File: config.mk
export PLATFORM = sky130hd
export DESIGN_NAME = spi_parity_odd_tx
export DESIGN_NICKNAME = d
export VERILOG_FILES = /design/src/rtl/spi_parity_pkg.sv /design/src/rtl/spi_bit_timer.sv /design/src/rtl/spi_parity_odd_tx.sv
export SDC_FILE = /design/constraint.sdc
export NUM_CORES = 1
export LEC_CHECK = 0
export BUFFER_PORTS_ARGS = -buffer_cell sky130_fd_sc_hd__buf_2
export CAP_MARGIN = 0
export CORE_AREA = 5 5 65 67
export DETAILED_ROUTE_END_ITERATION = 7
export DIE_AREA = 0 0 70 72
export MAX_ROUTING_LAYER = met4
export PLACE_DENSITY = 0.61
export SYNTH_ARGS = -nofsm -noshare
export SYNTH_HDL_FRONTEND = slang
export SYNTH_HIERARCHICAL = 1
export SYNTH_SLANG_ARGS = --single-unit
File: constraint.sdc
create_clock -name clk -period 1.9 [get_ports clk]
set_input_delay 0.38 -clock clk [delete_from_list [all_inputs] [get_ports clk]]
set_output_delay 0.38 -clock clk [all_outputs]
set_load 0.1 [all_outputs]
File: src/rtl/spi_parity_pkg.sv
// Shared definitions for the SPI odd-parity transmitter: FSM encoding, default sizing, parity helper.
// Latency: n/a (package only).
// Backpressure: n/a (package only).
package spi_parity_pkg;

  localparam int DATA_W_DEF = 8;
  localparam int CLK_DIV_DEF = 2;
  // Widest word the parity helper accepts; narrower words are zero-extended,
  // which leaves the XOR reduction unchanged.
  localparam int PAR_MAX_W = 64;

  typedef enum logic [2:0] {
    ST_IDLE   = 3'd0,
    ST_SETUP  = 3'd1,
    ST_DATA   = 3'd2,
    ST_PARITY = 3'd3,
    ST_GAP    = 3'd4
  } state_e;

  // Parity bit that makes the total count of ones (word + parity) odd.
  function automatic logic odd_par(input logic [PAR_MAX_W-1:0] word);
    return ~^word;
  endfunction

endpackage

File: src/rtl/spi_bit_timer.sv
// Bit-period timer: holds each serial bit for CLK_DIV cycles and flags the final cycle.
// Latency: load/en describe the coming cycle; last is registered and valid in that cycle.
// Backpressure: none; runs whenever en is high, idles at zero otherwise.
module spi_bit_timer
  import spi_parity_pkg::*;
#(
  parameter int CLK_DIV = CLK_DIV_DEF
) (
  input  logic clk,
  input  logic reset,
  input  logic load,
  input  logic en,
  output logic last
);

  localparam int CW = $clog2(CLK_DIV + 1);
  localparam logic [CW-1:0] RELOAD = CW'(CLK_DIV);
  localparam logic [CW-1:0] ONE    = CW'(1);

  logic [CW-1:0] cnt_q, cnt_d;
  logic          last_q, last_d;

  // Count down from CLK_DIV to 1 within a bit; drop to 0 whenever not enabled.
  always_comb begin
    cnt_d = '0;
    if (load) begin
      cnt_d = RELOAD;
    end else if (en && (cnt_q != '0)) begin
      cnt_d = cnt_q - ONE;
    end
    last_d = (cnt_d == ONE);
  end

  // Timer state; last is precomputed so it leaves a flop directly.
  always_ff @(posedge clk) begin
    if (reset) begin
      cnt_q  <= '0;
      last_q <= 1'b0;
    end else begin
      cnt_q  <= cnt_d;
      last_q <= last_d;
    end
  end

  assign last = last_q;

endmodule

File: src/rtl/spi_parity_odd_tx.sv
// SPI-style transmitter: cs low, DATA_W data bits, one odd-parity bit, cs high. Macro SPI_PARITY_TX_LSB_FIRST_EN selects LSB-first data order.
// Latency: cs falls one cycle after start is accepted; frame occupies 2 + (DATA_W+1)*CLK_DIV cycles.
// Backpressure: start is honoured only in IDLE; requests while busy are dropped, not queued.
module spi_parity_odd_tx
  import spi_parity_pkg::*;
#(
  parameter int DATA_W  = DATA_W_DEF,
  parameter int CLK_DIV = CLK_DIV_DEF
) (
  input  logic              clk,
  input  logic              reset,
  input  logic              start,
  input  logic [DATA_W-1:0] data,
  output logic              cs,
  output logic              sample,
  output logic              out,
  output logic              busy,
  output logic              done
);

  localparam int BW = $clog2(DATA_W + 1);
  localparam logic [BW-1:0] LAST_BIT = BW'(DATA_W - 1);
  localparam logic [BW-1:0] BIT_ONE  = BW'(1);

  state_e            state_q, state_d;
  logic [DATA_W-1:0] shreg_q, shreg_d;
  logic              par_q, par_d;
  logic [BW-1:0]     bit_cnt_q, bit_cnt_d;
  logic              cs_q, cs_d;
  logic              out_q, out_d;
  logic              busy_q, busy_d;
  logic              done_q, done_d;
  logic              bit_last;
  logic              tmr_en, tmr_load;
  logic              next_bit;

  // State register.
  always_ff @(posedge clk) begin
    if (reset) state_q <= ST_IDLE;
    else       state_q <= state_d;
  end

  // Next-state logic: frame sequencing driven by the bit timer.
  always_comb begin
    state_d = state_q;
    case (state_q)
      ST_IDLE:   if (start) state_d = ST_SETUP;
      ST_SETUP:  state_d = ST_DATA;
      ST_DATA:   if (bit_last && (bit_cnt_q == LAST_BIT)) state_d = ST_PARITY;
      ST_PARITY: if (bit_last) state_d = ST_GAP;
      ST_GAP:    state_d = ST_IDLE;
      default:   state_d = ST_IDLE;
    endcase
  end

  // Datapath: capture word and parity on accept, shift after each data bit.
  always_comb begin
    shreg_d   = shreg_q;
    par_d     = par_q;
    bit_cnt_d = bit_cnt_q;
    if ((state_q == ST_IDLE) && start) begin
      shreg_d   = data;
      par_d     = odd_par(PAR_MAX_W'(data));
      bit_cnt_d = '0;
    end else if ((state_q == ST_DATA) && bit_last) begin
`ifdef SPI_PARITY_TX_LSB_FIRST_EN
      shreg_d   = shreg_q >> 1;
`else
      shreg_d   = shreg_q << 1;
`endif
      bit_cnt_d = (bit_cnt_q == LAST_BIT) ? '0 : bit_cnt_q + BIT_ONE;
    end
  end

  // Datapath registers.
  always_ff @(posedge clk) begin
    if (reset) begin
      shreg_q   <= '0;
      par_q     <= 1'b0;
      bit_cnt_q <= '0;
    end else begin
      shreg_q   <= shreg_d;
      par_q     <= par_d;
      bit_cnt_q <= bit_cnt_d;
    end
  end

  // Timer runs for every cycle spent in DATA or PARITY and reloads at each bit start.
  assign tmr_en   = (state_d == ST_DATA) || (state_d == ST_PARITY);
  assign tmr_load = tmr_en && ((state_q == ST_SETUP) || bit_last);

  spi_bit_timer #(
    .CLK_DIV (CLK_DIV)
  ) u_bit_timer (
    .clk   (clk),
    .reset (reset),
    .load  (tmr_load),
    .en    (tmr_en),
    .last  (bit_last)
  );

`ifdef SPI_PARITY_TX_LSB_FIRST_EN
  assign next_bit = shreg_d[0];
`else
  assign next_bit = shreg_d[DATA_W-1];
`endif

  // Output decode from the upcoming state so every output leaves a flop aligned with it.
  always_comb begin
    cs_d   = 1'b1;
    out_d  = 1'b0;
    busy_d = (state_d != ST_IDLE);
    done_d = (state_d == ST_GAP);
    case (state_d)
      ST_SETUP:  cs_d = 1'b0;
      ST_DATA:   begin cs_d = 1'b0; out_d = next_bit; end
      ST_PARITY: begin cs_d = 1'b0; out_d = par_d; end
      default:   cs_d = 1'b1;
    endcase
  end

  // Output registers.
  always_ff @(posedge clk) begin
    if (reset) begin
      cs_q   <= 1'b1;
      out_q  <= 1'b0;
      busy_q <= 1'b0;
      done_q <= 1'b0;
    end else begin
      cs_q   <= cs_d;
      out_q  <= out_d;
      busy_q <= busy_d;
      done_q <= done_d;
    end
  end

  assign cs     = cs_q;
  assign sample = bit_last;
  assign out    = out_q;
  assign busy   = busy_q;
  assign done   = done_q;

endmodule

# After elaboration in Yosys (flattened, before gate mapping)
# Cells that the tools add are included.
op_classes:
  eq_ne: 9
  n_addsub: 2
  n_reduce_logical: 14
  muxes: 12
ops:
  columns: ["cell", "count"]
  rows:
  - ["$reduce_xnor 64->1", 1]
  - ["$mux 8", 2]
  - ["$eq 3x2->1 const B", 4]
  - ["$pmux 3 s4", 1]
  - ["$mux 3", 3]
  - ["$eq 3x1->1 const B", 2]
  - ["$logic_and 1x1->1", 5]
  - ["$add 4x1->4 const B", 1]
  - ["$eq 4x3->1 const B", 1]
  - ["$mux 2", 2]
  - ["$mux 4", 1]
  - ["$reduce_bool 2->1", 2]
  - ["$eq 3x3->1 const B", 1]
  - ["$logic_not 3->1", 1]
  - ["$reduce_bool 3->1", 1]
  - ["$reduce_or 3->1", 1]
  - ["$eq 2x1->1 const B", 1]
  - ["$logic_or 1x1->1", 2]
  - ["$mux 1", 2]
  - ["$pmux 1 s2", 1]
  - ["$reduce_or 2->1", 1]
  - ["$sub 2x1->2 const B", 1]
word_totals:
  inputBits: 11
  elab_cells: 48
  register_bits: 23
  out_inout_bits: 5

# Logic depth before layout (Yosys ltp)
# Gate-level depths: netlist (run 1).
depth:
  depth_word: 10
  ltp_mapped: 6
  mapped_depth_nobuf: 5

# Hierarchy
# The synthesis (run 1) kept the hierarchy.
by_module_without_submodules:
  columns: ["module", "cells_per_inst", "instances", "area_per_inst_um2", "seq_area_each_um2"]
  rows:
  - ["spi_parity_odd_tx", 104, 1, 1042.2, 400.4]
  - ["spi_bit_timer", 12, 1, 138.9, 60.1]

# Worst setup path after synthesis (run 1)
# No wires, ideal clock.
synth_path:
  path_type: "reg-to-reg"
  start: "register u_bit_timer.last_q, in the netlist u_bit_timer/last"
  end: "register shreg_q[1]"
  t_arrival_ps: 1876
  required_ps: 1758
  setup_ps: 142
  period_less_slack_ps: 2018
  path_stages_with_launch: 5
  path_slack_ps: -118
  path_buffers: 1
  cell_sequence: "dfxtp_1 and4bb_1 buf_4 mux2i_1 a211oi_2"
synth_via:
  elab_chain_cells: 2
synth_lines:
  columns: ["item", "line_no", "text"]
  rows:
  - ["start: declaration", "spi_bit_timer.sv:21", "logic last_q, last_d;"]
  - ["start signal: assignment", "spi_bit_timer.sv:41", "last_q <= last_d;"]
  - ["$logic_and 1x1->1", "spi_parity_odd_tx.sv:65", "end else if ((state_q == ST_DATA) && bit_last) begin"]
  - ["$reduce_bool 2->1 (no source line)", null, null]
  - ["end signal: assignment", "spi_parity_odd_tx.sv:82", "shreg_q <= shreg_d;"]
  - ["end: declaration", "spi_parity_odd_tx.sv:26", "logic [DATA_W-1:0] shreg_q, shreg_d;"]
# Every way passes these cells.
# A chain may end at the register's enable or synchronous reset.

# Worst setup path in the final report (run 1)
layout_path:
  start: "register state_q[1]"
  end: "register shreg_q[3]"
layout_via:
  elab_chain_cells: 3
  elab_cells_between_ends: 6
  cone_classes: "1 x eq/ne; 1 x mux; 4 x reduce/logical"
layout_lines:
  columns: ["item", "line_no", "text"]
  rows:
  - ["start: declaration", "spi_parity_odd_tx.sv:25", "state_e state_q, state_d;"]
  - ["start signal: assignment", "spi_parity_odd_tx.sv:40", "else state_q <= state_d;"]
  - ["$eq 3x2->1 or $logic_not 3->1 (tied branches)", "spi_parity_odd_tx.sv:65, spi_parity_odd_tx.sv:61", null]
  - ["$logic_and 1x1->1 (on tied branches)", "spi_parity_odd_tx.sv:65, spi_parity_odd_tx.sv:61", null]
  - ["$reduce_bool 2->1 (no source line) or $mux 8 (tied branches)", null, null]
# Parallel ways exist; a longest one is shown, timed or not.

==> impl_results.md, run 1 <==
* CP Class: flip-flop to flip-flop
* Die Wd at 70 µm
* Post-CTS resize count at 0
* Hold Path Class: primary input to flip-flop
* Die Area at 5040 µm²
* Async set-reset flop share out of synthesis at 0
* Worst Skew at 0.005824 ns
* Worst path max stage delay at 0.53 ns
* DRT Wirelength at 2130 µm
* CTS hold repair buffers at 0
* GRT Total Usage at 0.09301
* Via/cell ratio at 4.876
* Worst-path clk slew at 0.12 ns
* Cells after synthesis at 116
* Dpl ws at 0.3129 ns
* Worst hold margin at 0.3285 ns
* Endpoints failing setup at 0
* Postcts setup bufs at 0
* Met3 usage at 0.009695
* Die Ht at 72 µm
* Max cap viols at 0
* Met2 usage at 0.1438
* Pwr dens at 730.3 nW/µm²
* Syn_nets at 129
* Initial antenna violation count at 0
* Starting Density at 0.3301
* CTS tree: built
* Startpoint type of the worst setup path: flip-flop
* Share of cells above drive strength 1 at 0.2692
* Crit. Startpoint: state_q[1]$_SDFF_PP0_
* Max_slew headroom at 0.6623
* HPWL after DPL at 1550 µm
* DRC viols at 0
* Setup TNS Final at 0 ns
* Max VDD drop at 0.0002548 V
* RePlAce Congestion at 0.7267
* Largest net degree at the start of global routing at 24
* Final nets at 144
* Mapped Area at 1181 µm²
* Post-route cell area at 1299 µm²
* Slowest cell on crit path: dfxtp_1
* Synth top area cells: dfxtp_1 39%, mux2i_1 7.6%, a211oi_2 7.4%
* Min Tclk post-route at 1.604 ns
* Row cnt at 22
* DR WL/cell at 11.97 µm
* Max-slew violations at 0
* Final period utilization at 0.8442
* Area delta synth->final at 9.958%
* DRT iter0 DRCs at 24
* Register area share after synthesis at 0.3898
* CP Cell Sequence: and4bb_1 > buf_4 > mux2i_1 > a211oi_2
* Antenna Diode Count at 0
* Core Area at 3578 µm²
* Status: completed
* Final worst setup slack at 0.2960 ns
* Met1 Usage GRT at 0.1145
* Hold wc startpoint: data[0]
* Yosys cell types at 36
* Synth Warn # at 6
* Via count at 868
* Most frequent cell after synthesis: dfxtp_1
* Final hold vios at 0
* Main flop type after synthesis: dfxtp_1
* Io pins at 16
* PnR Total Power at 0.9485 mW
* Reg-to-Reg Start: state_q[1]$_SDFF_PP0_
* Post-DRT Antenna Nets at 0
* Area of placed instances at 1272 µm²
* Number of global-route vias before repair at 856
* Total grt overflow at 0
* CTS Buffer Depth at 2
* Top cells by count, synth: 23 x dfxtp_1, 10 x nor2_1, 9 x mux2i_1
* Crit Path Max Fanout at 10
* Clock root buffer: clkbuf_4
* Worst skew pair latency at 0.31 ns
* Leading area contributor after synthesis: dfxtp_1
* LEAKAGE at 0.4693 nW
* Num CTS Buffers at 3
* Critical path's top delay family: flip-flops
* Data required time of the worst path at 2.08 ns
* Fmax at 623.4 MHz
* Buffers on Ports at 15
* Critical path capture point type: flip-flop
* Avg Synthesized Cell Area at 10.18 µm²
* RSZ-0062 raised after global routing: no
* GRT busiest layer: met2
* Synth top area share at 0.3898
* Worst slew pin tran at 0.5066 ns
* H-tree levels at 1
* Post-synth EDFFs at 0
* First-pass GRT wire length at 3705 µm
* Critical Path AT at 1.79 ns
* CTS Sinks at 23
* FF+latch count, synth at 23
* CP bufs+invs at 1
* Reg2Reg Setup Slack at 0.30 ns
* DRT Pass-1 Iters at 4
## cell usage in the layout (no fill, tap or decap), types with 2 or more instances in the layout
cell	count
clkbuf_4	3
dfxtp_1	22
buf_2	15
xnor2_1	7
xor2_1	3
nor4_1	4
a21oi_1	4
nor2_1	10
nand2_1	3
nand2b_1	4
o21ai_0	2
a211oi_2	7
nor3_1	8
nand3b_1	2
o31ai_2	2
buf_4	3
ha_1	2
mux2i_1	9
inv_1	3
## report_power, final
part	internal [mW]	leakage [nW]	switching, mW
clock network	0.0819	0.0150	0.140
registers	0.511	0.189	0.0186
logic	0.0774	0.265	0.120
## worst register-to-register path, cell delays in order (launching register included)
cell and delay, ns:
dfxtp_1 0.53, and4bb_1 0.40, buf_4 0.23, mux2i_1 0.24
a211oi_2 0.09
## final timing paths
kind,cells past startpoint,to
setup / recovery,4,shreg_q[3]$_SDFFE_PP0P_
hold / removal,3,shreg_q[0]$_SDFFE_PP0P_
hold reg to reg,1,u_bit_timer/last$_SDFF_PP0_
setup reg to reg,4,shreg_q[3]$_SDFFE_PP0P_
## cells by family after synthesis
family / count (synthesis) / synth area share
XOR/XNOR: 10 / 0.07416
multiplexers: 9 / 0.07627
AO/OA/AOI/OAI: 17 / 0.1356
adder cells (fa/ha/maj): 2 / 0.02118
buffers and inverters: 11 / 0.06674
flip-flops: 23 / 0.3898
AND/OR/NAND/NOR: 44 / 0.2362
## sequential cells by signal, indices dropped and copies added, names as in the netlist
signal             cells
shreg_q                8
bit_cnt_q              4
state_q                3
u_bit_timer/cnt_q      2
busy                   1
cs                     1
done                   1
out                    1
par_q                  1
u_bit_timer/last       1
## routing by layer
metal,wire length [µm],up-vias,part of all wire
met2,1007,14,0.47
met4,61,0,0.029
li1,-,444,-
met3,57,4,0.027
met1,1003,406,0.47
met5,0,-,0
## stage by stage
step | utilization | cells
floorplan | - | 116
global placement | 0.3556 | 174
detailed placement | 0.3556 | 174
CTS | 0.3629 | 178
global route | 0.3629 | 178
finish | 0.3629 | 178
## final cells by class
type / count / area (µm²)
fillers: 385 / 2280
repair buffers: 18 / 97.59
well taps: 48 / 60.06
multi-input cells: 82 / 641.9
clock buffers: 4 / 26.28
flip-flops and latches: 23 / 461.7
inverters: 3 / 11.26
Power figures use the tool's default switching activity.
==> run 2: changes to the inputs <==
--- a/config.mk
+++ b/config.mk
@@ -5,6 +5,7 @@
 export SDC_FILE = /design/constraint.sdc
 export NUM_CORES = 1
 export LEC_CHECK = 0
+export ABC_AREA = 1
 export BUFFER_PORTS_ARGS = -buffer_cell sky130_fd_sc_hd__buf_2
 export CAP_MARGIN = 0
 export CORE_AREA = 5 5 65 67
==> constraint.sdc (replaced) <==
create_clock -name clk -period 1.6 [get_ports clk]
set_input_delay 0.32 -clock clk [delete_from_list [all_inputs] [get_ports clk]]
set_output_delay 0.32 -clock clk [all_outputs]
set_load 0.1 [all_outputs]
==> run 2 against run 1 <==
Against the previous run:
- sequential share of layout area down 1.1 points
- hold slack worse by 0.040 ns
- final cell count up 35%
- non-clock buffer count down 3
- clock skew about the same
- global-route usage about the same
- first-iteration DRC count unchanged
- worst setup slack worse by 0.13 ns
- register-to-register slack better by 0.02 ns
- via count up 17%
- clock power up 23%
- largest cell class unchanged
- largest power group unchanged
==> impl_results.md, run 2 <==
* Status: completed
* Final period utilization at 0.8957
* Row cnt at 22 (unchanged)
* Max-slew violations at 0 (unchanged)
* Die Ht at 72 µm (unchanged)
* Core Area at 3578 µm² (unchanged)
* Total grt overflow at 0 (unchanged)
* Worst-path clk slew at 0.13 ns (about the same)
* Most common cell after layout, fill and taps aside: nand2_1
* Sw Pwr at 0.3666 mW (+32%)
* Max reg flops at 8 (unchanged)
* CP Depth at 1 (-3)
* Async set-reset flop share out of synthesis at 0 (unchanged)
* Clk pwr share at 0.241 (+0.007)
* RSZ-0062 raised after global routing: no
* GRT Total Usage at 0.09334 (+0.0003280)
* Synth top area cells: dfxtp_1 39%, nand2_1 20%, inv_1 8.6%
* Buffers on Ports at 15 (unchanged)
* Largest register by flop count: shreg_q
* DRT iter0 DRCs at 24 (unchanged)
* CTS hold repair buffers at 0 (unchanged)
* Final nets at 206 (+43%)
* CTS tree: built
* Final worst setup slack at 0.1668 ns (-0.1292 ns)
* RePlAce Congestion at 0.8131 (+12%)
* Largest regs: shreg_q: 8 flops, bit_cnt_q: 4 flops, state_q: 3 flops
* Critical path's top delay family: buffers and inverters
* DRT Wirelength at 2178 µm (+2.3%)
* Num CTS Buffers at 3 (unchanged)
* Endpoints failing setup at 0 (unchanged)
* Die Area at 5040 µm² (unchanged)
* Worst Skew at 0.006155 ns (+0.0003305 ns)
* HPWL after DPL at 1736 µm (+12%)
* Final Core Density at 0.3741 (+0.01119)
* Share of cells above drive strength 1 at 0.1771 (-0.09215)
* Pwr dens at 843.8 nW/µm² (+16%)
* Number of global-route vias before repair at 895 (+4.6%)
* Area delta synth->final at 13.59%
* WHS Endpoint: shreg_q[7]$_SDFF_PP0_
* Max cap viols at 0 (unchanged)
* Hold Path Class: primary input to flip-flop
* Critical Path AT at 1.11 ns (-0.68 ns)
* Via count at 1018 (+17%)
* DRC viols at 0 (unchanged)
* Max VDD drop at 0.0002240 V (-12%)
* CP bufs+invs at 1 (unchanged)
* Setup TNS Final at 0 ns (unchanged)
* Worst skew pair latency at 0.31 ns (about the same)
* DR WL/cell at 9.075 µm (-24%)
* Dpl ws at 0.3381 ns (+0.02515 ns)
* PnR Total Power at 1.130 mW (+19%)
* Avg Synthesized Cell Area at 6.774 µm² (-33%)
* CP Class: flip-flop to primary output
* Path depth of the worst reg2reg path at 6 (+2)
* Most frequent cell after synthesis: nand2_1
* Synth top area share at 0.3907 (+0.0008277)
* Internal power at 0.7631 mW (+14%)
* Die Wd at 70 µm (unchanged)
* Comb pwr share at 0.212 (+0.004)
* Post-synth EDFFs at 0 (unchanged)
* Postcts setup bufs at 0 (unchanged)
* Starting Density at 0.3294 (-0.0006995)
* Data required time of the worst path at 1.28 ns (-0.80 ns)
* Crit Reg-Reg Endpoint: u_bit_timer/last$_SDFF_PP0_
* First-pass GRT wire length at 3732 µm (+0.73%)
* Post-CTS resize count at 0 (unchanged)
* Io pins at 16 (unchanged)
* DRT Pass-1 Iters at 4 (unchanged)
* Yosys cell types at 26 (-28%)
* Worst slew pin tran at 0.4853 ns (-0.02127 ns)
* Mapped Area at 1179 µm² (-0.21%)
* Top cells by count, synth: 63 x nand2_1, 27 x inv_1, 23 x dfxtp_1
* Most used cells in the layout excluding fill and tap cells: 63 x nand2_1, 27 x inv_1, 22 x dfxtp_1
* Max_slew headroom at 0.6787 (+0.01641)
* Seq pwr share at 0.547 (-0.011)
* Via/cell ratio at 4.242 (-13%)
* Syn_nets at 187 (+45%)
* FF+latch count, synth at 23 (unchanged)
* Reg2Reg Setup Slack at 0.32 ns (+0.02 ns)
* Clock root buffer: clkbuf_4
* CTS Buffer Depth at 2 (unchanged)
* Final hold vios at 0 (unchanged)
* CTS Sinks at 23 (unchanged)
* H-tree levels at 1 (unchanged)
* Cells after synthesis at 174 (+50%)
* Min Tclk post-route at 1.433 ns
* Leading area contributor after synthesis: dfxtp_1
* Worst hold margin at 0.2887 ns (-0.03983 ns)
* Worst path max stage delay at 0.43 ns (-0.10 ns)
* Slowest cell on crit path: buf_2
* CP Cell Sequence: buf_2
* Switching Fraction at 0.3245 (+0.03095)
* Antenna Diode Count at 0 (unchanged)
* Fmax at 697.8 MHz
* Main flop type after synthesis: dfxtp_1
* Reg-to-Reg Start: state_q[0]$_SDFF_PP0_
* Crit Path Max Fanout at 3 (-7)
* Synth Warn # at 6 (unchanged)
* Largest net degree at the start of global routing at 17 (-29%)
* LEAKAGE at 0.6712 nW (+43%)
* Initial antenna violation count at 0 (unchanged)
* Hold wc startpoint: data[7]
* Startpoint type of the worst setup path: flip-flop
* Hold path cells at 3 (unchanged)
* Post-DRT Antenna Nets at 0 (unchanged)
* Register area share after synthesis at 0.3907 (+0.0008277)
* Critical path capture point type: primary output
-- run 2: power by group through the flow --
stage | Clock [mW] | Sequential, mW | Combinational, mW
after detailed placement | 0 | 0.631 | 0.243
after CTS | 0.287 | 0.619 | 0.243
after global routing | 0.309 | 0.623 | 0.267
after global placement | 0 | 0.631 | 0.242
after floorplan | 0 | 0.689 | 0.127
final | 0.273 | 0.618 | 0.239
-- run 2: metrics by stage --
stage | cells | instance area, µm²
floorplan | 174 | 1180
global placement | 236 | 1311
detailed placement | 236 | 1311
CTS | 240 | 1339
global route | 240 | 1339
finish | 240 | 1339
-- run 2: worst max-delay path by stage --
stage                                   to  slack [ns]                   startpoint
2_1_floorplan               out$_SDFF_PP0_        0.17  u_bit_timer/last$_SDFF_PP0_
3_3_place_gp   u_bit_timer/last$_SDFF_PP0_        0.33        state_q[0]$_SDFF_PP0_
3_5_place_dp   u_bit_timer/last$_SDFF_PP0_        0.34        state_q[0]$_SDFF_PP0_
4_1_cts                             sample        0.15  u_bit_timer/last$_SDFF_PP0_
5_1_grt                             sample        0.12  u_bit_timer/last$_SDFF_PP0_
6_report                            sample        0.17  u_bit_timer/last$_SDFF_PP0_
-- run 2: routing by layer --
layer	share of wire	track usage	vias to the layer above
met5	0	-	-
met4	0.023	0.05106	0
met3	0.033	0.01247	4
met2	0.45	0.1480	16
met1	0.49	0.1154	423
li1	-	-	575
-- run 2: cells by family (layout without fill, tap and decap cells) --
| group | after synthesis | after routing | share of synthesized area |
|---|---|---|---|
| fa+ha+maj | 2 | 2 | 0.02123 |
| compound gates | 16 | 16 | 0.07537 |
| flops | 23 | 23 | 0.3907 |
| simple gates | 99 | 99 | 0.3864 |
| buf+inv | 32 | 50 | 0.1115 |
| xor+xnor | 2 | 2 | 0.01486 |
-- run 2: cell type report --
cell class	count	area, µm²
clock inverter	1	5.005
clock buffer	3	22.52
tap	48	60.06
inverter	31	127.6
sequential	23	461.7
multi-input combinational	119	586.8
timing repair buffer	15	75.07
fill	403	2240
==> run 3: changes to the inputs <==
--- a/config.mk
+++ b/config.mk
@@ -8,11 +8,11 @@
 export ABC_AREA = 1
 export BUFFER_PORTS_ARGS = -buffer_cell sky130_fd_sc_hd__buf_2
 export CAP_MARGIN = 0
-export CORE_AREA = 5 5 65 67
+export CORE_AREA = 5 5 58 60
 export DETAILED_ROUTE_END_ITERATION = 7
-export DIE_AREA = 0 0 70 72
+export DIE_AREA = 0 0 63 65
 export MAX_ROUTING_LAYER = met4
-export PLACE_DENSITY = 0.61
+export PLACE_DENSITY = 0.67
 export SYNTH_ARGS = -nofsm -noshare
 export SYNTH_HDL_FRONTEND = slang
 export SYNTH_HIERARCHICAL = 1
==> run 3 against run 2 <==
Against the previous run:
- via count rose by 2.6%
- non-clock buffer count stayed put
- critical path type unchanged
- register-to-register slack about the same
==> impl_results.md, run 3 (synthesized netlist as in run 2, its figures left out) <==
* Status: completed
* Antenna Diode Count at 0 (unchanged)
* Hold path cells at 3 (unchanged)
* DR WL/cell at 9.422 µm (+3.8%)
* CTS hold repair buffers at 0 (unchanged)
* Worst skew pair latency at 0.30 ns (about the same)
* PnR Total Power at 1.115 mW (-1.3%)
* Critical Path AT at 1.09 ns (-0.02 ns)
* DRT Pass-1 Iters at 5 (+1)
* GRT Total Usage at 0.1164 (+0.02304)
* Via count at 1044 (+2.6%)
* Io pins at 16 (unchanged)
* Non-Filler Instances at 225 (-6.3%)
* Postcts setup bufs at 0 (unchanged)
* CTS Sinks at 23 (unchanged)
* Critical path capture point type: primary output
* Area of placed instances at 1292 µm² (-1.4%)
* RePlAce Congestion at 0.7725 (-5.0%)
* Max_slew headroom at 0.6796 (+0.0009560)
* Row cnt at 20 (-9.1%)
* Min Tclk post-route at 1.414 ns (-0.01896 ns)
* Post-CTS resize count at 0 (unchanged)
* Slowest cell on crit path: buf_2
* Data required time of the worst path at 1.28 ns (about the same)
* Worst Skew at 0.001164 ns (-0.004991 ns)
* Final hold vios at 0 (unchanged)
* Starting Density at 0.4096 (+0.08019)
* Setup TNS Final at 0 ns (unchanged)
* Core Area at 2878 µm² (-20%)
* Post-DRT Antenna Nets at 0 (unchanged)
* CP bufs+invs at 1 (unchanged)
* Post-route cell area at 1320 µm² (-1.4%)
* Clock root buffer: clkbuf_4
* Fmax at 707.1 MHz (+1.3%)
* DRC viols at 0 (unchanged)
* Path depth of the worst reg2reg path at 6 (unchanged)
* Hold wc startpoint: data[0]
* Max VDD drop at 0.0005433 V (+140%)
* Hold Path Class: primary input to flip-flop
* Number of global-route vias before repair at 930 (+3.9%)
* DRT iter0 DRCs at 16 (-33%)
* Initial antenna violation count at 0 (unchanged)
* Final nets at 206 (unchanged)
* Share of cells above drive strength 1 at 0.1771 (unchanged)
* Max cap viols at 0 (unchanged)
* Largest register by flop count: shreg_q
* Area delta synth->final at 12.00%
* Die Wd at 63 µm (-10%)
* Most common cell after layout, fill and taps aside: nand2_1
* Reg2Reg Setup Slack at 0.32 ns (about the same)
* Largest regs: shreg_q: 8 flops, bit_cnt_q: 4 flops, state_q: 3 flops
* DRT Wirelength at 2120 µm (-2.7%)
* CP Class: flip-flop to primary output
* Most used cells in the layout excluding fill and tap cells: 63 x nand2_1, 27 x inv_1, 22 x dfxtp_1
* Critical path's top delay family: buffers and inverters
* WHS Endpoint: shreg_q[0]$_SDFFE_PP0P_
* Worst path max stage delay at 0.43 ns (about the same)
* Crit Reg-Reg Endpoint: u_bit_timer/last$_SDFF_PP0_
* LEAKAGE at 0.6712 nW (unchanged)
* Final period utilization at 0.8839 (-0.01185)
* Placed Cells at 221 (-6.4%)
* HPWL after DPL at 1717 µm (-1.1%)
* CP Cell Sequence: buf_2
* Startpoint type of the worst setup path: flip-flop
* Worst-path clk slew at 0.12 ns (about the same)
* CTS Buffer Depth at 2 (unchanged)
* First-pass GRT wire length at 3815 µm (+2.2%)
* Fillers at 306 (-24%)
* CTS tree: built
* Endpoints failing setup at 0 (unchanged)
* Reg-to-Reg Start: state_q[0]$_SDFF_PP0_
* RSZ-0062 raised after global routing: no
* Pwr dens at 844.4 nW/µm² (about the same)
* Worst slew pin tran at 0.4839 ns (-0.001444 ns)
* Max-slew violations at 0 (unchanged)
* H-tree levels at 1 (unchanged)
* Largest net degree at the start of global routing at 17 (unchanged)
* Total grt overflow at 0 (unchanged)
* Via/cell ratio at 4.640 (+9.4%)
* Die Ht at 65 µm (-9.7%)
* Buffers on Ports at 15 (unchanged)
* Max reg flops at 8 (unchanged)
* Die Area at 4095 µm² (-19%)
* Crit Path Max Fanout at 3 (unchanged)
* Num CTS Buffers at 3 (unchanged)
## run 3: cell counts in the layout (fill, tap and decap cells not counted)
No cell type changed its count.
## run 3: layout make-up
class	count	area [µm²]	share of cell area
multi-input combinational	119	586.8	0.4445
sequential	23	461.7	0.3498
inverter	31	127.6	0.09668
timing repair buffer	15	75.07	0.05687
tap	33	41.29	0.03128
clock buffer	3	22.52	0.01706
clock inverter	1	5.005	0.003791
## run 3: how the worst max path moves through the flow
stage	startpoint	endpoint	cells after the start
final	u_bit_timer/last$_SDFF_PP0_	sample	1
after global routing	u_bit_timer/last$_SDFF_PP0_	sample	1
after CTS	u_bit_timer/last$_SDFF_PP0_	sample	1
after detailed placement	state_q[2]$_SDFF_PP0_	out$_SDFF_PP0_	8
after global placement	state_q[0]$_SDFF_PP0_	u_bit_timer/last$_SDFF_PP0_	6
after floorplan	u_bit_timer/last$_SDFF_PP0_	out$_SDFF_PP0_	9
## run 3: stage by stage
step / utilization / setup slack (ns) / hold WS [ns]
finish: 0.4587 / 0.1858 / 0.2955
global route: 0.4587 / 0.1157 / 0.2922
CTS: 0.4587 / 0.1635 / 0.2869
detailed placement: 0.4491 / 0.3606 / 0.4623
global placement: 0.4491 / 0.3370 / 0.4622
floorplan: - / 0.1650 / 0.3891
## run 3: tightest hold or removal path, delay by kind of cell
kind,cells,cell delay (ns)
AO/OA/AOI/OAI,1,0.06
buffers and inverters,1,0.12
AND/OR/NAND/NOR,1,0.06
## run 3: power by group
part / internal [mW] / switching, mW
clock: 0.0931 / 0.165
combinational: 0.0662 / 0.173
sequential: 0.603 / 0.0145
## run 3: metal layers
metal | vias to the layer above | GRT usage | wire length (µm)
met4 | 0 | 0.06366 | 36
met5 | - | - | 0
li1 | 571 | - | -
met3 | 2 | 0.01386 | 80
met2 | 16 | 0.1872 | 960
met1 | 455 | 0.1415 | 1042
